## src/rtl/hazard_ctrl.sv

```systemverilog
`default_nettype none
// ============================================================================
//  Module   : hazard_ctrl
//  Purpose  : Register scoreboard and interlock controller for the bexkat1
//             decode stage. A 2-bit counter per register tracks in-flight
//             writes; decode is stalled on RAW hazards against pending
//             registers and on WAW hazards against any pending destination.
//             Counter encoding: 0 idle, 1/2 cycles left until commit,
//             3 waiting for the writeback port.
//  Options  : HAZARD_FWD_EN - when defined, a register one cycle from commit
//             (cnt == 1) is served by the execute-stage bypass instead of
//             stalling, and fwd1_o/fwd2_o flag which operands use it.
//  Revision : 1.0 - initial release
// ============================================================================
module hazard_ctrl #(
    parameter int NREGS = 16
) (
    input  logic             clk_i,
    input  logic             rst_i,
    input  logic             issue_valid_i,
    input  logic             issue_rd1_en_i,
    input  logic             issue_rd2_en_i,
    input  logic [3:0]       issue_rd1_i,
    input  logic [3:0]       issue_rd2_i,
    input  logic             issue_wr_en_i,
    input  logic [3:0]       issue_wr_addr_i,
    input  logic [1:0]       issue_lat_i,
    input  logic             wb_valid_i,
    input  logic [3:0]       wb_addr_i,
    input  logic             stall_i,
    input  logic             flush_i,
    output logic             stall_o,
    output logic             issue_ack_o,
    output logic             fwd1_o,
    output logic             fwd2_o,
    output logic [NREGS-1:0] busy_o
);

    localparam int   c_NADDR    = 16;
    localparam logic [1:0] c_IDLE = 2'd0;
    localparam logic [1:0] c_WAIT = 2'd3;

    // Per-register state
    logic [NREGS-1:0][1:0]   cnt_q;
    logic [NREGS-1:0][1:0]   cnt_d;
    logic [NREGS-1:0]        busy_q;
    logic [NREGS-1:0]        busy_d;

    // Full 16-entry view of the counters; untracked addresses read as idle
    logic [c_NADDR-1:0][1:0] w_cnt_view;

    logic [1:0] w_cnt_rd1;
    logic [1:0] w_cnt_rd2;
    logic [1:0] w_cnt_wr;
    logic       w_blk_rd1;
    logic       w_blk_rd2;
    logic       w_haz_rd1;
    logic       w_haz_rd2;
    logic       w_haz_waw;
    logic       w_stall;
    logic       w_ack;

    // Widen the counter array to the full 4-bit address space
    always_comb begin
        w_cnt_view = '0;
        for (int r = 0; r < NREGS; r++) begin
            w_cnt_view[r] = cnt_q[r];
        end
    end

    assign w_cnt_rd1 = w_cnt_view[issue_rd1_i];
    assign w_cnt_rd2 = w_cnt_view[issue_rd2_i];
    assign w_cnt_wr  = w_cnt_view[issue_wr_addr_i];

`ifdef HAZARD_FWD_EN
    // A value one cycle from commit is available on the bypass
    assign w_blk_rd1 = (w_cnt_rd1 >= 2'd2);
    assign w_blk_rd2 = (w_cnt_rd2 >= 2'd2);
    assign fwd1_o    = issue_valid_i & issue_rd1_en_i & (w_cnt_rd1 == 2'd1);
    assign fwd2_o    = issue_valid_i & issue_rd2_en_i & (w_cnt_rd2 == 2'd1);
`else
    // No bypass: any pending write blocks the read
    assign w_blk_rd1 = (w_cnt_rd1 != c_IDLE);
    assign w_blk_rd2 = (w_cnt_rd2 != c_IDLE);
    assign fwd1_o    = 1'b0;
    assign fwd2_o    = 1'b0;
`endif

    assign w_haz_rd1 = issue_rd1_en_i & w_blk_rd1;
    assign w_haz_rd2 = issue_rd2_en_i & w_blk_rd2;
    // Rewriting a pending register would let writebacks reorder
    assign w_haz_waw = issue_wr_en_i & (w_cnt_wr != c_IDLE);

    assign w_stall = stall_i | (issue_valid_i & (w_haz_rd1 | w_haz_rd2 | w_haz_waw));
    // Nothing is accepted on a cycle whose edge discards all tracking
    assign w_ack   = issue_valid_i & ~w_stall & ~flush_i & ~rst_i;

    assign stall_o     = w_stall;
    assign issue_ack_o = w_ack;
    assign busy_o      = busy_q;

    // Counter next state: flush, then new issue, then writeback, then countdown
    always_comb begin
        cnt_d  = cnt_q;
        busy_d = '0;
        for (int r = 0; r < NREGS; r++) begin
            if (flush_i) begin
                cnt_d[r] = c_IDLE;
            end else if (w_ack && issue_wr_en_i && (issue_wr_addr_i == 4'(r))) begin
                cnt_d[r] = issue_lat_i;
            end else if ((cnt_q[r] == c_WAIT) && wb_valid_i && (wb_addr_i == 4'(r))) begin
                cnt_d[r] = c_IDLE;
            end else if ((cnt_q[r] == 2'd1 || cnt_q[r] == 2'd2) && !stall_i) begin
                cnt_d[r] = cnt_q[r] - 2'd1;
            end
            busy_d[r] = (cnt_d[r] != c_IDLE);
        end
    end

    // Scoreboard state register with synchronous reset
    always_ff @(posedge clk_i) begin
        if (rst_i) begin
            cnt_q  <= '0;
            busy_q <= '0;
        end else begin
            cnt_q  <= cnt_d;
            busy_q <= busy_d;
        end
    end

endmodule
`default_nettype wire

```

## config.mk

```make
export PLATFORM = sky130hd
export DESIGN_NAME = hazard_ctrl
export DESIGN_NICKNAME = d
export VERILOG_FILES = /design/src/rtl/hazard_ctrl.sv
export SDC_FILE = /design/constraint.sdc
export NUM_CORES = 1
export LEC_CHECK = 0
export ABC_CLOCK_PERIOD_IN_PS = 7100
export CORE_AREA = 8 8 94 96
export CTS_CLUSTER_DIAMETER = 80
export DETAILED_ROUTE_END_ITERATION = 6
export DIE_AREA = 0 0 102 104
export DONT_BUFFER_PORTS = 1
export HOLD_SLACK_MARGIN = 0.08
export MAX_ROUTING_LAYER = met4
export PLACE_DENSITY_LB_ADDON = 0.3
export SLEW_MARGIN = 0
export SYNTH_ARGS = -nofsm -noshare
export SYNTH_HDL_FRONTEND = slang
export SYNTH_SLANG_ARGS = --single-unit
export TNS_END_PERCENT = 5
```

## constraint.sdc

```tcl
create_clock -name clk_i -period 7.1 [get_ports clk_i]
set_clock_uncertainty 0.2 [all_clocks]
set_input_delay 2.13 -clock clk_i [delete_from_list [all_inputs] [get_ports clk_i]]
set_output_delay 2.13 -clock clk_i [all_outputs]
set_load 0.02 [all_outputs]
```

After elaboration in Yosys (flattened, before gate mapping)
Index checks and enable logic that the tools add are counted.
{"block": "word_totals", "register_bits": 48, "output_inout_bits": 20, "elab_cells": 300}
{"block": "classes", "addsub": 16, "magnitude_cmp": 3, "eq_ne": 78, "muxes": 70, "n_bitwise": 13, "n_reduce_logical": 103}
{"cell": "2-bit 2-to-1 mux", "count": 67}
{"cell": "1-bit logical AND", "count": 65}
{"cell": "2-bit equality test (second input constant)", "count": 32}
{"cell": "4-bit equality test (second input constant)", "count": 16}
{"cell": "2-bit nonzero test", "count": 19}
{"cell": "2-bit by 1-bit equality test with 1-bit output (second input constant)", "count": 16}
{"cell": "4-bit by 3-bit equality test with 1-bit output (second input constant)", "count": 8}
{"cell": "2-bit by 1-bit subtractor with 2-bit output (second input constant)", "count": 16}
{"cell": "2-bit binary-select mux with 4-bit select", "count": 3}
{"cell": "4-bit by 2-bit equality test with 1-bit output (second input constant)", "count": 4}
{"cell": "1-bit logical OR", "count": 16}
{"cell": "4-bit by 5-bit less-than comparator with 1-bit output (second input constant)", "count": 3}
{"cell": "4-bit by 1-bit equality test with 1-bit output (second input constant)", "count": 2}
{"cell": "4-bit logical NOT", "count": 2}
{"cell": "1-bit bitwise AND", "count": 7}
{"cell": "1-bit NOT", "count": 3}
{"cell": "1-bit OR", "count": 3}
{"cell": "1-bit logical NOT", "count": 1}

Longest topological paths before layout
Gate-level depths: netlist (run 1).
{"block": "logic_depth", "word_depth": 17, "ltp_mapped": 9}

Worst setup path after synthesis (run 1)
Ideal clock, no wire load.
{"block": "synth_path", "path_type": "input -> output", "start": "input port issue_wr_addr_i[1]", "end": "output port stall_o", "arrival_ns": 3.518, "required_time_ns": 4.770, "setup_slack_ns": 1.252, "cell_stages": 7, "cell_sequence": "buf_4 mux4_2 mux2i_1 a32oi_1 nand3_2 buf_2 a21o_1"}
{"block": "synth_via", "elab_chain_cells": 7}
{"item": "from (decl)", "line": "26", "text": "input logic [3:0] issue_wr_addr_i,"}
{"item": "2-bit binary-select mux with 4-bit select", "line": "73", "text": "assign w_cnt_wr = w_cnt_view[issue_wr_addr_i];"}
{"item": "2-bit 2-to-1 mux (implied by the code)", "line": "73"}
{"item": "2-bit nonzero test", "line": "92", "text": "assign w_haz_waw = issue_wr_en_i & (w_cnt_wr != c_IDLE);"}
{"item": "1-bit bitwise AND", "line": "92"}
{"item": "1-bit OR", "line": "94", "text": "assign w_stall = stall_i | (issue_valid_i & (w_haz_rd1 | w_haz_rd2 | w_haz_waw));"}
{"item": "1-bit bitwise AND", "line": "94"}
{"item": "1-bit OR", "line": "94"}
{"item": "to (decl)", "line": "32", "text": "output logic stall_o,"}
No other way between the ends. The select of a mux whose other input is x is not followed.

Final worst setup path (run 1)
{"block": "layout_path", "start": "input port issue_rd1_i[2]", "end": "output port stall_o"}
{"block": "layout_via", "elab_chain_cells": 8}
{"item": "from (decl)", "line": "23", "text": "input logic [3:0] issue_rd1_i,"}
{"item": "2-bit binary-select mux with 4-bit select", "line": "71", "text": "assign w_cnt_rd1 = w_cnt_view[issue_rd1_i];"}
{"item": "2-bit 2-to-1 mux (implied by the code)", "line": "71"}
{"item": "2-bit nonzero test", "line": "83", "text": "assign w_blk_rd1 = (w_cnt_rd1 != c_IDLE);"}
{"item": "1-bit bitwise AND", "line": "89", "text": "assign w_haz_rd1 = issue_rd1_en_i & w_blk_rd1;"}
{"item": "1-bit OR (2 in series)", "line": "94"}
{"item": "1-bit bitwise AND", "line": "94"}
{"item": "1-bit OR", "line": "94"}
No other way between the ends. The select of a mux whose other input is x is not followed.

==> results of run 1 <==
[area by class of cell]
class / count / area (sq um)
clock inverter: 1 / 7.51
clock buffer: 7 / 86.3
tap: 102 / 128
inverter: 3 / 11.3
timing repair buffer: 4 / 30.0
multi-input combinational: 275 / 2120
fill: 748 / 4110
sequential: 48 / 961
[where the power goes]
group          switching, mW  total (mW)  leakage (nW)  internal (mW)
Sequential          0.000136       0.269         0.386          0.269
Combinational         0.0361      0.0498         0.786         0.0137
Clock                 0.0962       0.176        0.0445         0.0794
Total                  0.132       0.495          1.22          0.362
[through the flow]
stage               total power [mW]  hold slack (ps)
global placement               0.324              299
CTS                            0.499              325
floorplan                      0.323              280
finish                         0.495              324
global route                   0.513              348
detailed placement             0.325              309
[logic make-up (layout without fill, tap and decap cells)]
| group | after synthesis | in the layout | share of synthesized area [%] |
|---|---|---|---|
| buffers and inverters | 27 | 15 | 4.62 |
| other | 1 | 2 | 0.116 |
| muxes | 16 | 16 | 9.62 |
| and+or+nand+nor | 136 | 136 | 22.5 |
| DFF | 48 | 48 | 29.8 |
| adders and majority gates | 16 | 16 | 6.21 |
| AOI/OAI and AO/OA | 105 | 105 | 27.1 |
[metal layers]
metal  part of all wire (%)  GRT usage (%)  vias to the layer above
met3                    8.5           5.49                       12
met4                    1.9           5.25                        0
met1                     44           21.8                     1317
li1                       -              -                     1306
met5                      0              -                        -
met2                     46           25.8                       92
[flip-flops by register name (all words and copies together) (netlist names)]
name	flops
busy_o	16
cnt_q	32
[worst max-delay path, delay by kind of cell]
kind,cells,cell delay [ps]
muxes,1,520
and+or+nand+nor,1,350
AOI/OAI and AO/OA,3,600
[worst min-delay path by stage]
stage | endpoint | startpoint | slack [ps] | cells past startpoint
4_1_cts | cnt_q[27] | cnt_q[27] | 320 | 2
3_5_place_dp | cnt_q[27] | cnt_q[27] | 310 | 2
5_1_grt | cnt_q[27] | cnt_q[27] | 350 | 2
3_3_place_gp | cnt_q[7] | cnt_q[7] | 300 | 2
2_1_floorplan | cnt_q[19] | cnt_q[19] | 280 | 2
6_report | cnt_q[27] | cnt_q[27] | 320 | 2
[cell usage in the layout, fill, tap and decap left out, types with 2 or more instances in the layout]
cell type	instances
and3_1	2
nand3_1	28
nor2b_1	23
nand2b_1	16
dfxtp_1	48
clkbuf_8	6
ha_1	16
nand2_1	15
o21ai_0	38
nor2_1	25
buf_4	4
conb_1	2
nor3b_1	3
o41ai_1	13
mux4_1	3
and2_1	17
o41ai_2	20
mux2i_1	4
mux4_2	8
o211ai_2	2
inv_1	3
a31oi_1	17
o31ai_1	9
==> reports/qor.txt, run 1 <==
status = completed
setup TNS = 0 ps
pre-CTS worst setup slack = 1170 ps
Hold WC Path Type = register to register
worst-path cell chain = mux4_1, a21boi_1, o211ai_2, nand3_2, a21o_1
synthesized cell area = 0.00322 sq mm
Max stage delay on crit path = 520 ps
die width = 102 um
Post-CTS Hold Fix Bufs = 0
crit path capture type = output port
fraction of layout cells with a size suffix above 1 = 13.6%
WL/cell = 19.7 um
DRC viols = 0
cell row count = 32
Detailed Place HPWL = 6230 um
Reg-to-Reg End = busy_o[2]
Synth area leader = dfxtp_1
die area = 0.0106 sq mm
post-placement cell count = 432
starting density of the core = 43.3%
Netlist cell types = 38
Ports = 47
Final Hold Vio Count = 0
gr usage total = 17.4%
total gr overflow = 0
WL final = 8690 um
Final nets = 380
Worst Tran Pin Value = 947 ps
port buffer count = 0
post-synthesis sequential area ratio = 29.8%
largest cells by area after synthesis = dfxtp_1 30%, o41ai_2 10%, ha_1 6.2%
# setup viols final = 0
Antenna Cells = 0
RSZ-0062 raised after global routing = no
largest net degree at the start of global routing = 51
post-cts sizing count = 0
relative slew slack = 36.7%
setup bufs post-CTS = 0
synth cell count leaders = 48 x dfxtp_1, 39 x o21ai_0, 28 x nand3_1
vias per cell = 6.20
1st-iter DRT viols = 219
first-pass GRT wire length = 14,100 um
clk sinks = 48
Mapped Cells = 349
initial antenna violation count = 0
number of max-cap violations = 0
Area after DPL = 0.00325 sq mm
Area growth, synth to finish = 3.65%
R2R Path Start = cnt_q[17]
CP required = 4770 ps
CP arrival = 3600 ps
post-synthesis average cell area = 9.24 sq um
Critical path destination = stall_o
Reg2Reg Depth = 7
vias = 2,727
EDFF count, synth = 0
chip height = 104 um
Root Buffer = clkbuf_8
slowest cell on the critical path = mux4_1
clock buffer count from CTS = 5
Worst VDD drop = 0.0682 mV
final core utilization = 44.9%
Crit. Startpoint = issue_rd1_i[2]
yosys warns = 0
final setup margin = 1170 ps
Synth Register Bits = 48
remaining antenna violation count after routing = 0
routability congestion estimate from global placement = 0.866
Synth top area share = 29.8%
cell area after layout = 0.00334 sq mm
count leader, synth = dfxtp_1
TritonCTS clock tree = built
fin. max-slew vios = 0
Most used DFF post-synth = dfxtp_1
class of the most critical setup path = primary input to output port
Core Area = 0.00745 sq mm
clock transition at the registers of the reported paths = 90 ps
Peak Freq = 169 MHz
share of flip-flops with an asynchronous set or reset = 0%
reg2reg setup slack = 4210 ps
Final min period = 5930 ps
Worst setup SP type = primary input
H-tree depth = 2
Leak = 1.22 nW
fin crit share = 83.6%
final non-filler cell total = 440
vias in the first global route = 2,636
worst skew pair latency = 300 ps
drt pass-1 iters = 4
CP Max Fanout = 20
clock tree buffer depth = 2
power density over the cells = 148 mW/mm^2
(Power assumes the default switching activity.)
==> run 2, diff against run 1 <==
--- a/config.mk
+++ b/config.mk
@@ -5,7 +5,7 @@
 export SDC_FILE = /design/constraint.sdc
 export NUM_CORES = 1
 export LEC_CHECK = 0
-export ABC_CLOCK_PERIOD_IN_PS = 7100
+export ABC_CLOCK_PERIOD_IN_PS = 5600
 export CORE_AREA = 8 8 94 96
 export CTS_CLUSTER_DIAMETER = 80
 export DETAILED_ROUTE_END_ITERATION = 6
==> constraint.sdc (replaced) <==
create_clock -name clk_i -period 5.6 [get_ports clk_i]
set_clock_uncertainty 0.2 [all_clocks]
set_input_delay 1.68 -clock clk_i [delete_from_list [all_inputs] [get_ports clk_i]]
set_output_delay 1.68 -clock clk_i [all_outputs]
set_load 0.02 [all_outputs]
==> run 2 against run 1 <==
  * Routed wire length rose by 1.4%
  * Sequential power rose by 27%
  * Global-route usage barely moved
  * Critical path depth did not move
  * Total power rose by 24%
  * Via count rose by 1.7%
  * Final cell count did not move
  * First-iteration DRC count fell by 4.6%
  * Largest power group unchanged
  * Highest routed layer unchanged
==> reports/qor.txt, run 2 (same netlist as run 1, synthesis figures left out) <==
status = completed
total gr overflow = 0
chip height = 104 um
Final min period = 4860 ps
power density over the cells = 183 mW/mm^2
setup bufs post-CTS = 0
Antenna Cells = 0
initial antenna violation count = 0
routability congestion estimate from global placement = 0.866
setup TNS = 0 ps
die width = 102 um
DRC viols = 0
Hold WC Path Type = register to register
CP arrival = 2980 ps
worst-path cell chain = mux4_1, a21boi_1, o211ai_2, nand3_2, a21o_1
fin. max-slew vios = 0
post-cts sizing count = 0
die area = 0.0106 sq mm
vias = 2,774
number of max-cap violations = 0
slowest cell on the critical path = mux4_1
WL/cell = 20.0 um
Ports = 47
Max stage delay on crit path = 520 ps
first-pass GRT wire length = 14,100 um
relative slew slack = 28.7%
largest register by flop count = cnt_q
Post-CTS Hold Fix Bufs = 0
final setup margin = 739 ps
total power = 0.612 mW
CP Max Fanout = 9
pre-CTS worst setup slack = 716 ps
commonest cells after routing, fill and taps aside = 48 x dfxtp_1, 38 x o21ai_0, 28 x nand3_1
Worst Tran Pin Value = 1070 ps
TritonCTS clock tree = built
CP top delay family = compound AO/OA/AOI/OAI gates
class of the most critical setup path = primary input to output port
vias per cell = 6.30
clock transition at the registers of the reported paths = 80 ps
clock buffer count from CTS = 5
gr usage total = 17.4%
drt pass-1 iters = 5
largest net degree at the start of global routing = 51
Worst VDD drop = 0.0860 mV
CP required = 3720 ps
H-tree depth = 2
final non-filler cell total = 440
FILL cells = 755
cell row count = 32
clk sinks = 48
RSZ-0062 raised after global routing = no
Area growth, synth to finish = 3.49%
Root Buffer = clkbuf_8
remaining antenna violation count after routing = 0
# setup viols final = 0
Detailed Place HPWL = 6270 um
WL final = 8810 um
Peak Freq = 206 MHz
port buffer count = 0
fraction of layout cells with a size suffix above 1 = 13.9%
Final Hold Vio Count = 0
Leak = 1.22 nW
starting density of the core = 43.3%
post-placement cell count = 433
clock tree buffer depth = 2
worst skew pair latency = 310 ps
Final nets = 381
vias in the first global route = 2,608
fin crit share = 86.8%
Worst setup SP type = primary input
crit path capture type = output port
commonest non-fill, non-tap cell in the layout = dfxtp_1
1st-iter DRT viols = 209
WP buf/inv = 0
Core Area = 0.00745 sq mm
max FFs per register = 32
-- run 2: changes by cell type in the layout (fill, tap and decap cells not counted) --
cell and delta:
buf_4 +1, clkbuf_1 -1, clkbuf_8 -1, clkinv_2 +1
-- run 2: per-stage QoR --
stage | hold WS [ps] | cell area [sq um] | util [%]
after detailed placement | 312 | 3260 | 43.7
after floorplan | 280 | 3230 | -
final | 324 | 3340 | 44.8
after global routing | 355 | 3340 | 44.8
after CTS | 325 | 3340 | 44.8
after global placement | 299 | 3260 | 43.7
-- run 2: area by class of cell --
cell class | count | area (sq um) | area share (%)
clock inverter | 2 | 12.5 | 0.375
inverter | 3 | 11.3 | 0.337
clock buffer | 5 | 68.8 | 2.06
timing repair buffer | 5 | 37.5 | 1.12
multi-input combinational | 275 | 2120 | 63.5
tap | 102 | 128 | 3.82
sequential | 48 | 961 | 28.8
-- run 2: power breakdown --
group	internal [mW]	switching [mW]
Combinational	0.0182	0.0459
Clock	0.0849	0.121
Sequential	0.341	0.000171
-- run 2: path summary, 6_finish.rpt --
check,cells after the start,start,slack [ps],end
hold / removal,2,cnt_q[7],320,cnt_q[7]
setup / recovery,5,issue_rd1_i[2],740,stall_o
setup reg to reg,7,cnt_q[17],2770,busy_o[2]
hold reg to reg,2,cnt_q[7],320,cnt_q[7]
-- run 2: metal layers --
metal  wire (um)  track usage [%]  up-vias
li1            -                -     1303
met1        3870             21.9     1346
met2        4020             26.1      105
met3         665             3.82       20
met4         257             7.24        0
met5           0                -        -
-- run 2: worst register-to-register path, stage by stage (launching register included) --
cell     delay [ps]
dfxtp_1         350
nor2_1          400
mux4_2          320
mux2i_1          60
a32oi_1         300
nand3_2         260
buf_4           350
o41ai_1         480
==> patch, RTL diff (settings of run 1) <==
Set the parameter `NREGS` to 18 (it was 16).
--- a/src/rtl/hazard_ctrl.sv
+++ b/src/rtl/hazard_ctrl.sv
@@ -15,3 +15,3 @@
 module hazard_ctrl #(
-    parameter int NREGS = 16
+    parameter int NREGS = 18
 ) (
Ports: changed (resized busy_o); port bits go from 47 to 49. The function was not compared with the original's and may differ.
==> patch against run 1 <==
Setup slack improved by 0.025 ns. Wire length increased by 11%. Combinational power down 4%. Area after synthesis grew 5.4%. Power up 7.2%. Sequential cell count increased by 6. Largest power group unchanged. Cell area is 4.9% higher.
==> patch: results (changes against run 1) <==
Status
  • Outcome: finished clean

Power
  • Leak pwr: 1.30 nW (+7.2%)
  • Combinational power share: 9.1% (-1.0 points)
  • Maximum vdd drop: 60.6 uV (-11%)
  • Switching Share: 25.4% (-1.4 points)
  • Clk pwr share: 33.8% (-1.7 points)

Finish
  • Nets: 435 (+14%)
  • Layout fillers: 754 (+0.80%)
  • Fraction of layout cells with a size suffix above 1: 7.67% (-5.9 points)
  • Max reg flops: 36 (+13%)
  • Final instance area: 0.00351 sq mm (+4.9%)

GRT
  • Initial antenna violation count: 0 (unchanged)
  • Vias in the first global route: 2993 (+14%)
  • Largest net degree at the start of global routing: 44 (-14%)
  • First-pass GRT wire length: 15600 microns (+11%)
  • GRT Total Usage: 19.0% (+1.6 points)

CTS
  • TritonCTS buffer count: 5 (unchanged)

Yosys
  • Area contributors post-synth: dfxtp_1 32%, ha_1 6.6%, o31ai_1 6.6%, mux4_2 6.0%, nand2_1 5.7%
  • Mux cell area share after synthesis: 9.06% (-0.56 points)
  • Seq/Total Area, Yosys: 31.8% (+2.0 points)
  • Top post-synthesis cells by count: 54 x dfxtp_1, 52 x nand2_1, 33 x o21ai_0, 31 x nor2_1, 30 x o31ai_1
  • Synth Area in Compound Gates: 23.4% (-3.7 points)
  • Netlist cell types: 50 (+32%)
  • Post-synthesis adder-cell area fraction: 6.63% (+0.42 points)

Critical path
  • R2R Setup Slk: 4.48 ns (+0.27 ns)
  • Critical path arrival: 3.58 ns (-0.02 ns)
  • R2R Path End: cnt_q[16]$_SDFF_PP0_
  • CP max FO: 7 (-65%)
  • Worst R2R Start: cnt_q[27]$_SDFF_PP0_
  • Crit. Startpoint: issue_rd2_i[2]

Worst hold path
  • Hold path start: cnt_q[25]$_SDFF_PP0_
  • Hold Crit Endpoint: cnt_q[25]$_SDFF_PP0_
  • Hold Path Class: reg2reg

Drt
  • Vias per cell: 6.16 (-0.60%)
  • Per-cell routed wire length: 19.6 microns (-0.84%)
  • Drt initial violations: 327 (+49%)

Placed design
  • Post-placement cell area: 0.00341 sq mm (+5.1%)
  • Routability cong.: 0.929 (+7.2%)
  • Post-DP HPWL: 7010 microns (+12%)

STA
  • Slew at the pin closest to its max-slew limit: 1.23 ns (+0.280 ns)
==> patch: changes by cell type in the layout (fill, tap and decap cells not counted), sizes merged, moves of 4 or more <==
cell    change
a21o        +4
dfxtp       +6
nand2      +37
nand2b     -14
nand3       -6
nor2        +5
nor2b       -4
o21ai       +7
o31ai      +21
o41ai      -32
==> patch: cell type report <==
type / instances / share of cell area [%]
flip-flops and latches: 54 / 30.8
well taps: 102 / 3.64
repair buffers: 2 / 0.428
inverters: 6 / 0.642
clock inverters: 1 / 0.143
clock buffers: 7 / 2.46
multi-input cells: 321 / 61.8
==> patch: metal layers <==
metal  global-route usage, %  part of all wire, %  wire, microns
met1                    23.5                   43           4180
met2                    29.4                   47           4560
met3                    4.35                  7.4            717
met4                    6.61                  2.0            193
met5                       -                    0              0
==> patch: through the flow <==
stage,power (mW),std cells,setup WS (ns),hold WS (ns)
5_1_grt,0.552,493,1.13,0.339
4_1_cts,0.536,493,1.17,0.316
6_report,0.530,493,1.19,0.319
3_5_place_dp,0.357,485,1.18,0.303
2_1_floorplan,0.356,404,0.916,0.271
3_3_place_gp,0.357,485,1.19,0.292
==> patch: how the worst max path moves through the flow <==
| stage | to | depth (start not counted) |
|---|---|---|
| CTS | issue_ack_o | 6 |
| global placement | issue_ack_o | 6 |
| finish | issue_ack_o | 6 |
| floorplan | issue_ack_o | 8 |
| detailed placement | issue_ack_o | 6 |
| global route | issue_ack_o | 6 |
==> patch: critical path, cell delays in order <==
cell and delay (ns):
or3_1 0.35, a211oi_2 0.31, a2111oi_4 0.08, a41oi_4 0.25
nand3_4 0.11, nor2_1 0.35
